## config.mk

```make
export PLATFORM = sky130hd
export DESIGN_NAME = matrix_rom_loader
export DESIGN_NICKNAME = d
export VERILOG_FILES = /design/src/rtl/matrix_rom_loader_pkg.sv /design/src/rtl/matrix_rom_loader_addr_gen.sv /design/src/rtl/matrix_rom_loader.sv
export SDC_FILE = /design/constraint.sdc
export NUM_CORES = 1
export LEC_CHECK = 0
export ABC_CLOCK_PERIOD_IN_PS = 1950
export BUFFER_PORTS_ARGS = -buffer_cell sky130_fd_sc_hd__buf_4
export CORE_MARGIN = 2
export CORE_UTILIZATION = 38
export CTS_CLUSTER_DIAMETER = 100
export CTS_CLUSTER_SIZE = 25
export DETAILED_ROUTE_END_ITERATION = 6
export GPL_ROUTABILITY_DRIVEN = 0
export PLACE_DENSITY = 0.65
export SLEW_MARGIN = 20
export SYNTH_ARGS = -nofsm -noshare
export SYNTH_HDL_FRONTEND = slang
export SYNTH_SLANG_ARGS = --single-unit
```

## constraint.sdc

```tcl
create_clock -name clk -period 1.95 [get_ports clk]
set_input_delay 0.195 -clock clk [delete_from_list [all_inputs] [get_ports clk]]
set_output_delay 0.195 -clock clk [all_outputs]
set_load 0.1 [all_outputs]
```

## src/rtl/matrix_rom_loader_pkg.sv

```systemverilog
// ---------------------------------------------------------------------------
// matrix_loader_pkg
//   Shared definitions for the matrix ROM loader: the load FSM state encoding,
//   helper functions that derive the ROM case layout from the array geometry,
//   and element typedefs for the default 8-bit data path.
//   A case is stored as: weights (row-major), data (row-major), then the
//   expected result (row-major, two words per element, low half first).
// ---------------------------------------------------------------------------
package matrix_loader_pkg;

    typedef enum logic [2:0] {
        ST_IDLE   = 3'd0,
        ST_LOAD_W = 3'd1,
        ST_LOAD_B = 3'd2,
        ST_LOAD_R = 3'd3,
        ST_FIN    = 3'd4
    } loader_state_e;

    localparam int ELEM_WIDTH = 8;
    typedef logic [ELEM_WIDTH-1:0]   elem_t;
    typedef logic [2*ELEM_WIDTH-1:0] result_elem_t;

    function automatic int weight_words(input int w_w, input int w_l);
        return w_w * w_l;
    endfunction

    function automatic int data_words(input int a_w, input int a_l);
        return a_w * a_l;
    endfunction

    function automatic int result_words(input int w_w, input int a_l);
        return 2 * w_w * a_l;
    endfunction

    function automatic int case_words(input int w_w, input int w_l,
                                      input int a_w, input int a_l);
        return weight_words(w_w, w_l) + data_words(a_w, a_l) + result_words(w_w, a_l);
    endfunction

endpackage

```

## src/rtl/matrix_rom_loader_addr_gen.sv

```systemverilog
// ---------------------------------------------------------------------------
// loader_addr_gen
//   Holds the base address of the selected case and an offset counter that
//   walks through the case one word per advance. Flags the last word of the
//   weight, data and result segments so the FSM can change state without gaps.
// Ports
//   clk, reset_n   clock, async active-low reset
//   i_load         latch i_base and clear the offset
//   i_base         case base address
//   i_advance      step the offset (held once the last word is reached)
//   o_addr         base + offset, drives the ROM address
//   o_offset       word offset within the case
//   o_end_w/b/r    offset is the last word of the weight/data/result segment
// ---------------------------------------------------------------------------
module loader_addr_gen #(
    parameter int ADDR_WIDTH = 7,
    parameter int WORDS_W    = 10,
    parameter int WORDS_B    = 10,
    parameter int CASE_WORDS = 28
) (
    input  logic                  clk,
    input  logic                  reset_n,
    input  logic                  i_load,
    input  logic [ADDR_WIDTH-1:0] i_base,
    input  logic                  i_advance,
    output logic [ADDR_WIDTH-1:0] o_addr,
    output logic [ADDR_WIDTH-1:0] o_offset,
    output logic                  o_end_w,
    output logic                  o_end_b,
    output logic                  o_end_r
);

    logic [ADDR_WIDTH-1:0] r_base;
    logic [ADDR_WIDTH-1:0] r_offset;

    // Offset stops on the final word so the address never wraps past the case.
    always_ff @(posedge clk or negedge reset_n) begin
        if (!reset_n) begin
            r_base   <= '0;
            r_offset <= '0;
        end else if (i_load) begin
            r_base   <= i_base;
            r_offset <= '0;
        end else if (i_advance && !o_end_r) begin
            r_offset <= r_offset + 1'b1;
        end
    end

    assign o_addr   = r_base + r_offset;
    assign o_offset = r_offset;
    assign o_end_w  = (r_offset == ADDR_WIDTH'(WORDS_W - 1));
    assign o_end_b  = (r_offset == ADDR_WIDTH'(WORDS_W + WORDS_B - 1));
    assign o_end_r  = (r_offset == ADDR_WIDTH'(CASE_WORDS - 1));

endmodule

```

## src/rtl/matrix_rom_loader.sv

```systemverilog
// ---------------------------------------------------------------------------
// matrix_rom_loader
//   Loads one test case (weight matrix, data matrix, expected product) from a
//   synchronous ROM into packed matrix registers, one word per cycle.
// Ports
//   clk, reset_n   clock, async active-low reset
//   start          begin a load (only honoured while idle)
//   case_sel       case index sampled with start
//   busy           load in progress
//   done           one-cycle pulse at end of load
//   err            pulses with done when case_sel is out of range
//   data_valid     matrix outputs hold a complete case
//   rom_rd_en      ROM read strobe
//   rom_addr       ROM word address
//   rom_rdata      ROM data, valid the cycle after rom_rd_en
//   data_rom_w     weight matrix   [W_W][W_L]
//   data_rom_b     data matrix     [A_W][A_L]
//   result         expected result [W_W][A_L], 2*DATA_WIDTH per element
// ---------------------------------------------------------------------------
module matrix_rom_loader
    import matrix_loader_pkg::*;
#(
    parameter int DATA_WIDTH = 8,
    parameter int ARRAY_W_W  = 2,
    parameter int ARRAY_W_L  = 5,
    parameter int ARRAY_A_W  = 5,
    parameter int ARRAY_A_L  = 2,
    parameter int NUM_CASES  = 4,
    localparam int CASE_WORDS = case_words(ARRAY_W_W, ARRAY_W_L, ARRAY_A_W, ARRAY_A_L),
    localparam int ADDR_WIDTH = $clog2(NUM_CASES * CASE_WORDS),
    localparam int SEL_WIDTH  = (NUM_CASES > 1) ? $clog2(NUM_CASES) : 1
) (
    input  logic                                                clk,
    input  logic                                                reset_n,
    input  logic                                                start,
    input  logic [SEL_WIDTH-1:0]                                case_sel,
    output logic                                                busy,
    output logic                                                done,
    output logic                                                err,
    output logic                                                data_valid,
    output logic                                                rom_rd_en,
    output logic [ADDR_WIDTH-1:0]                               rom_addr,
    input  logic [DATA_WIDTH-1:0]                               rom_rdata,
    output logic [ARRAY_W_W-1:0][ARRAY_W_L-1:0][DATA_WIDTH-1:0]   data_rom_w,
    output logic [ARRAY_A_W-1:0][ARRAY_A_L-1:0][DATA_WIDTH-1:0]   data_rom_b,
    output logic [ARRAY_W_W-1:0][ARRAY_A_L-1:0][2*DATA_WIDTH-1:0] result
);

    localparam int WORDS_W = weight_words(ARRAY_W_W, ARRAY_W_L);
    localparam int WORDS_B = data_words(ARRAY_A_W, ARRAY_A_L);
    localparam int OFF_B   = WORDS_W;
    localparam int OFF_R   = WORDS_W + WORDS_B;
    localparam int NUM_R   = ARRAY_W_W * ARRAY_A_L;

    if (ARRAY_W_L != ARRAY_A_W) begin : g_dim_check
        $error("matrix_rom_loader: ARRAY_W_L must equal ARRAY_A_W");
    end

    loader_state_e         r_state;
    logic                  r_busy;
    logic                  r_done;
    logic                  r_err;
    logic                  r_data_valid;
    logic                  r_wr_valid;
    logic [ADDR_WIDTH-1:0] r_wr_idx;
    logic [DATA_WIDTH-1:0] r_prev_word;

    logic                  w_sel_valid;
    logic                  w_accept;
    logic                  w_rd_en;
    logic [ADDR_WIDTH-1:0] w_base;
    logic [ADDR_WIDTH-1:0] w_addr;
    logic [ADDR_WIDTH-1:0] w_offset;
    logic                  w_end_w;
    logic                  w_end_b;
    logic                  w_end_r;

    // When NUM_CASES fills the select range every index is legal; comparing
    // would otherwise be a constant expression.
    if (NUM_CASES == (1 << SEL_WIDTH)) begin : g_sel_full
        assign w_sel_valid = 1'b1;
    end else begin : g_sel_range
        assign w_sel_valid = (case_sel < SEL_WIDTH'(NUM_CASES));
    end

    assign w_accept = (r_state == ST_IDLE) && start && w_sel_valid;
    assign w_base   = ADDR_WIDTH'(case_sel) * ADDR_WIDTH'(CASE_WORDS);
    assign w_rd_en  = (r_state == ST_LOAD_W) || (r_state == ST_LOAD_B) ||
                      (r_state == ST_LOAD_R);

    loader_addr_gen #(
        .ADDR_WIDTH (ADDR_WIDTH),
        .WORDS_W    (WORDS_W),
        .WORDS_B    (WORDS_B),
        .CASE_WORDS (CASE_WORDS)
    ) u_addr_gen (
        .clk       (clk),
        .reset_n   (reset_n),
        .i_load    (w_accept),
        .i_base    (w_base),
        .i_advance (w_rd_en),
        .o_addr    (w_addr),
        .o_offset  (w_offset),
        .o_end_w   (w_end_w),
        .o_end_b   (w_end_b),
        .o_end_r   (w_end_r)
    );

    // Load sequencer. FIN covers the cycle in which the last ROM word is
    // captured, so done/data_valid rise together with complete matrices.
    always_ff @(posedge clk or negedge reset_n) begin
        if (!reset_n) begin
            r_state      <= ST_IDLE;
            r_busy       <= 1'b0;
            r_done       <= 1'b0;
            r_err        <= 1'b0;
            r_data_valid <= 1'b0;
        end else begin
            r_done <= 1'b0;
            r_err  <= 1'b0;
            case (r_state)
                ST_IDLE: begin
                    if (start) begin
                        r_data_valid <= 1'b0;
                        if (w_sel_valid) begin
                            r_state <= ST_LOAD_W;
                            r_busy  <= 1'b1;
                        end else begin
                            r_done <= 1'b1;
                            r_err  <= 1'b1;
                        end
                    end
                end
                ST_LOAD_W: if (w_end_w) r_state <= ST_LOAD_B;
                ST_LOAD_B: if (w_end_b) r_state <= ST_LOAD_R;
                ST_LOAD_R: if (w_end_r) r_state <= ST_FIN;
                ST_FIN: begin
                    r_state      <= ST_IDLE;
                    r_busy       <= 1'b0;
                    r_done       <= 1'b1;
                    r_data_valid <= 1'b1;
                end
                default: r_state <= ST_IDLE;
            endcase
        end
    end

    // The write index trails the read address by one cycle to line up with
    // the ROM latency. The previous word is kept so a result element can be
    // written whole when its high half arrives.
    always_ff @(posedge clk or negedge reset_n) begin
        if (!reset_n) begin
            r_wr_valid  <= 1'b0;
            r_wr_idx    <= '0;
            r_prev_word <= '0;
        end else begin
            r_wr_valid <= w_rd_en;
            r_wr_idx   <= w_offset;
            if (r_wr_valid) r_prev_word <= rom_rdata;
        end
    end

    for (genvar e = 0; e < WORDS_W; e++) begin : g_w
        logic [DATA_WIDTH-1:0] r_elem;
        always_ff @(posedge clk or negedge reset_n) begin
            if (!reset_n) r_elem <= '0;
            else if (r_wr_valid && (r_wr_idx == ADDR_WIDTH'(e))) r_elem <= rom_rdata;
        end
        assign data_rom_w[e / ARRAY_W_L][e % ARRAY_W_L] = r_elem;
    end

    for (genvar e = 0; e < WORDS_B; e++) begin : g_b
        logic [DATA_WIDTH-1:0] r_elem;
        always_ff @(posedge clk or negedge reset_n) begin
            if (!reset_n) r_elem <= '0;
            else if (r_wr_valid && (r_wr_idx == ADDR_WIDTH'(OFF_B + e))) r_elem <= rom_rdata;
        end
        assign data_rom_b[e / ARRAY_A_L][e % ARRAY_A_L] = r_elem;
    end

    // Result elements update only on their high word, so a half-written
    // value never appears on the output.
    for (genvar e = 0; e < NUM_R; e++) begin : g_r
        logic [2*DATA_WIDTH-1:0] r_elem;
        always_ff @(posedge clk or negedge reset_n) begin
            if (!reset_n) r_elem <= '0;
            else if (r_wr_valid && (r_wr_idx == ADDR_WIDTH'(OFF_R + 2*e + 1)))
                r_elem <= {rom_rdata, r_prev_word};
        end
        assign result[e / ARRAY_A_L][e % ARRAY_A_L] = r_elem;
    end

    assign busy       = r_busy;
    assign done       = r_done;
    assign err        = r_err;
    assign data_valid = r_data_valid;
    assign rom_rd_en  = w_rd_en;
    assign rom_addr   = w_addr;

endmodule

```

==> metrics.txt <==
status complete, but fails checks; failing checks setup timing; post-route cell area 0.01358 sq mm; WL/cell around 20 microns; slew margin rel. between 50% and 60%; count of different cell masters after synthesis approximately 40; reg-to-reg endpoint g_b[4].r_elem[0]; library cell occupying the most area in the post-synthesis netlist dfrtp_1; CTS Buffer Depth 3; post-detailed-route count of antenna-violating nets 0; top area cells in the synthesized netlist dfrtp_1 64%, mux2_2 26%, ha_1 1.1%, nand2_1 0.97%, clkbuf_1 0.90%; flop2flop setup slack -0.12 ns; Overall Global Routing Usage between 10% and 20%; final setup violation count 84; deepest level of the CTS H-tree 1; register area share after synthesis between 60% and 70%; dominant register cell in the synthesized netlist dfrtp_1; EDFF count, synth 0; Pins Over Slew Limit 0; Final Core Density a little over half; type of the worst setup path reg2out; Worst Path Arrival between 2 and 2.5 ns; Die Area roughly 0.028 sq mm; number of nets at the end of the flow 950; transition time at the pin with the least slew margin 0.6309 ns; first-pass iteration count of the detailed router 4; post-route worst setup slack -0.2919 ns; Synth Warn # 0; area share of the largest cell type after synthesis 64.43%; Setup crit end rom_addr[6]; global-route congestion overflow total 0; cells on worst reg2reg path 5; final wirelength between 20 and 30 mm; final HPWL from detailed placement between 15 and 20 mm; time the final worst path needs with I/O delays and setup approximately 2.2 ns; Die Ht 166.4 microns; die width ~170 microns; number of buffer and inverter stages on the critical path 3; number of buffers created by CTS 14; first-pass GRT wire length 40.01 mm; endpoint type of the worst setup path primary output; total count of hold-check failures in the final report 0; placement-stage cell area roughly 0.013 sq mm; kind of cell adding the most delay to the critical path adder cells; Clock Sink Count roughly 260; clock tree root buffer cell clkbuf_16; clock latency on the worst-skew pair roughly 0.48 ns; Worst Path Required approximately 1.8 ns; launching point of the worst reg2reg path r_wr_idx[6]; crit path from u_addr_gen.o_offset[2]; worst-path fanout max 2; cell area after synthesis ~0.01 sq mm; synthesized instance count roughly 650; initial core utilization approximately two fifths; delay of the slowest critical-path stage 0.37 ns; CTS tree yes; Critical Path Slowest Stage Cell dfrtp_1; worst min-delay path class in2reg; maximum clock frequency roughly 0.45 GHz; drt via density 4.957; number of synthesized register bits 258; standard-cell row count 59; critical path cell sequence ha_2 > inv_2 > fa_2 > inv_1 > a21o_1 > a21oi_4 > xnor2_4 > buf_12; layout overhead on the synthesized area 35.54%; CTS clock-pin slew for the worst setup and hold paths about 0.090 ns; proportion of synthesized flip-flops having asynchronous set or reset 100.0%; period utilisation layout 115.0%; starting DRC count in detailed routing roughly 260; total number of cells along the worst setup path 8; max cap viols 0; antenna violations before repair 0; setup repair after global routing missed its margin yes; average cell area after synthesis ~15 sq um; ratio of cells with drive above 1 in the final layout around 63%; via count of the first global-routing pass 6433; largest net degree at the start of global routing 70; number of port buffers about 250; Worst Skew 0.01277 ns; # IOs around 250; antenna diode count 0; total via count in the routed design between 6000 and 7000; Worst Setup Start Kind flop; core box area between 0.02 and 0.03 sq mm; drt drc 0; synthesized net count between 600 and 700
-- how the worst min path moves through the flow --
stage,from,endpoint,slack [ns],cells after the start
floorplan,reset_n,busy,-0.10,0
global placement,reset_n,g_w[1].r_elem[2],0.11,1
detailed placement,reset_n,g_b[9].r_elem[0],0.11,1
CTS,case_sel[0],u_addr_gen.r_base[2],0.04,3
global route,case_sel[0],u_addr_gen.r_base[6],0.07,4
finish,case_sel[0],u_addr_gen.r_base[2],0.05,3
-- registers in the layout, summed over array words and instances, names as in the netlist --
signal / flops
g_w.r_elem: 80
g_r.r_elem: 64
g_b.r_elem: 80
u_addr_gen.r_base: 5
busy: 1
done: 1
data_valid: 1
u_addr_gen.o_offset: 7
r_prev_word: 8
r_state: 3
r_wr_valid: 1
r_wr_idx: 7
-- per-layer routing --
metal | GRT usage [%] | wire, microns
met1 | 26.12 | 11670
met2 | 29.20 | 11930
met3 | 4.719 | 1613
met4 | 2.961 | 357
met5 | 0 | 0
-- layout make-up --
type / instances / area, sq um
clock inverter: 2 / 21.27
timing repair buffer: 295 / 2462
tap: 335 / 419.2
multi-input combinational: 345 / 3784
inverter: 13 / 48.80
fill: 2239 / 12400
clock buffer: 16 / 389.1
sequential: 258 / 6457
-- tightest hold or removal path, cell delays in order --
cell	delay [ns]
buf_4	0.09
inv_1	0.06
o21ai_0	0.14
-- per-stage QoR --
stage | hold slack, ns | std cells | setup WS [ns] | TNS [ns]
CTS | 0.03542 | 1261 | -0.3255 | -5.960
detailed placement | 0.1112 | 1243 | -0.1516 | -10.82
global placement | 0.1112 | 1243 | -0.1226 | -7.627
global route | 0.07209 | 1264 | -0.3865 | -11.88
finish | 0.04891 | 1264 | -0.2919 | -5.765
floorplan | -0.1006 | 649 | -0.2327 | -6.587
-- synth_stat cells (3+ instances only) --
cell      instances
nand3_1           6
dfrtp_1         258
nand2_1          26
ha_1              9
a21oi_1           3
mux2_2          232
xnor2_1           8
buf_2             4
buf_4             5
nor3_1            4
nor2_1           13
a21o_1            3
o21ai_0           6
clkbuf_1         24
inv_1            13
-- cells by family (layout without fill, tap and decap cells) --
kind of cell,Yosys count,count (layout),share of synthesized area [%]
flip-flops,258,258,64.43
other,1,1,0.03742
XOR/XNOR,9,9,0.7867
adder cells (fa/ha/maj),10,10,1.324
multiplexers,232,232,26.07
AO/OA/AOI/OAI,18,18,1.136
AND/OR/NAND/NOR,75,75,4.258
buffers and inverters,46,326,1.960
-- layout by cell type, fill, tap and decap left out, types with 4 or more instances in the layout --
cell and count:
nor2_1 11, clkbuf_16 15, o21ai_0 6, mux2_4 49
mux2_2 183, nand2_8 4, buf_6 6, xnor2_1 5
inv_1 11, nand2_1 16, nand3_1 5, ha_1 8
dfrtp_1 257, buf_4 269, buf_12 16, nor3_4 4
nor2_4 4
-- repair_timing --
item | in CTS | in global routing
hold buffers | 1 | 0
endpoints found under the hold margin | 174 | 0
setup endpoints to repair | 149 | 170
pin swaps | 9 | 6
resized for setup | 71 | 18
buffers inserted | 3 | 4
Power is not shown: default switching activity piles up to over one toggle a cycle in this logic, so the estimate is an artifact.
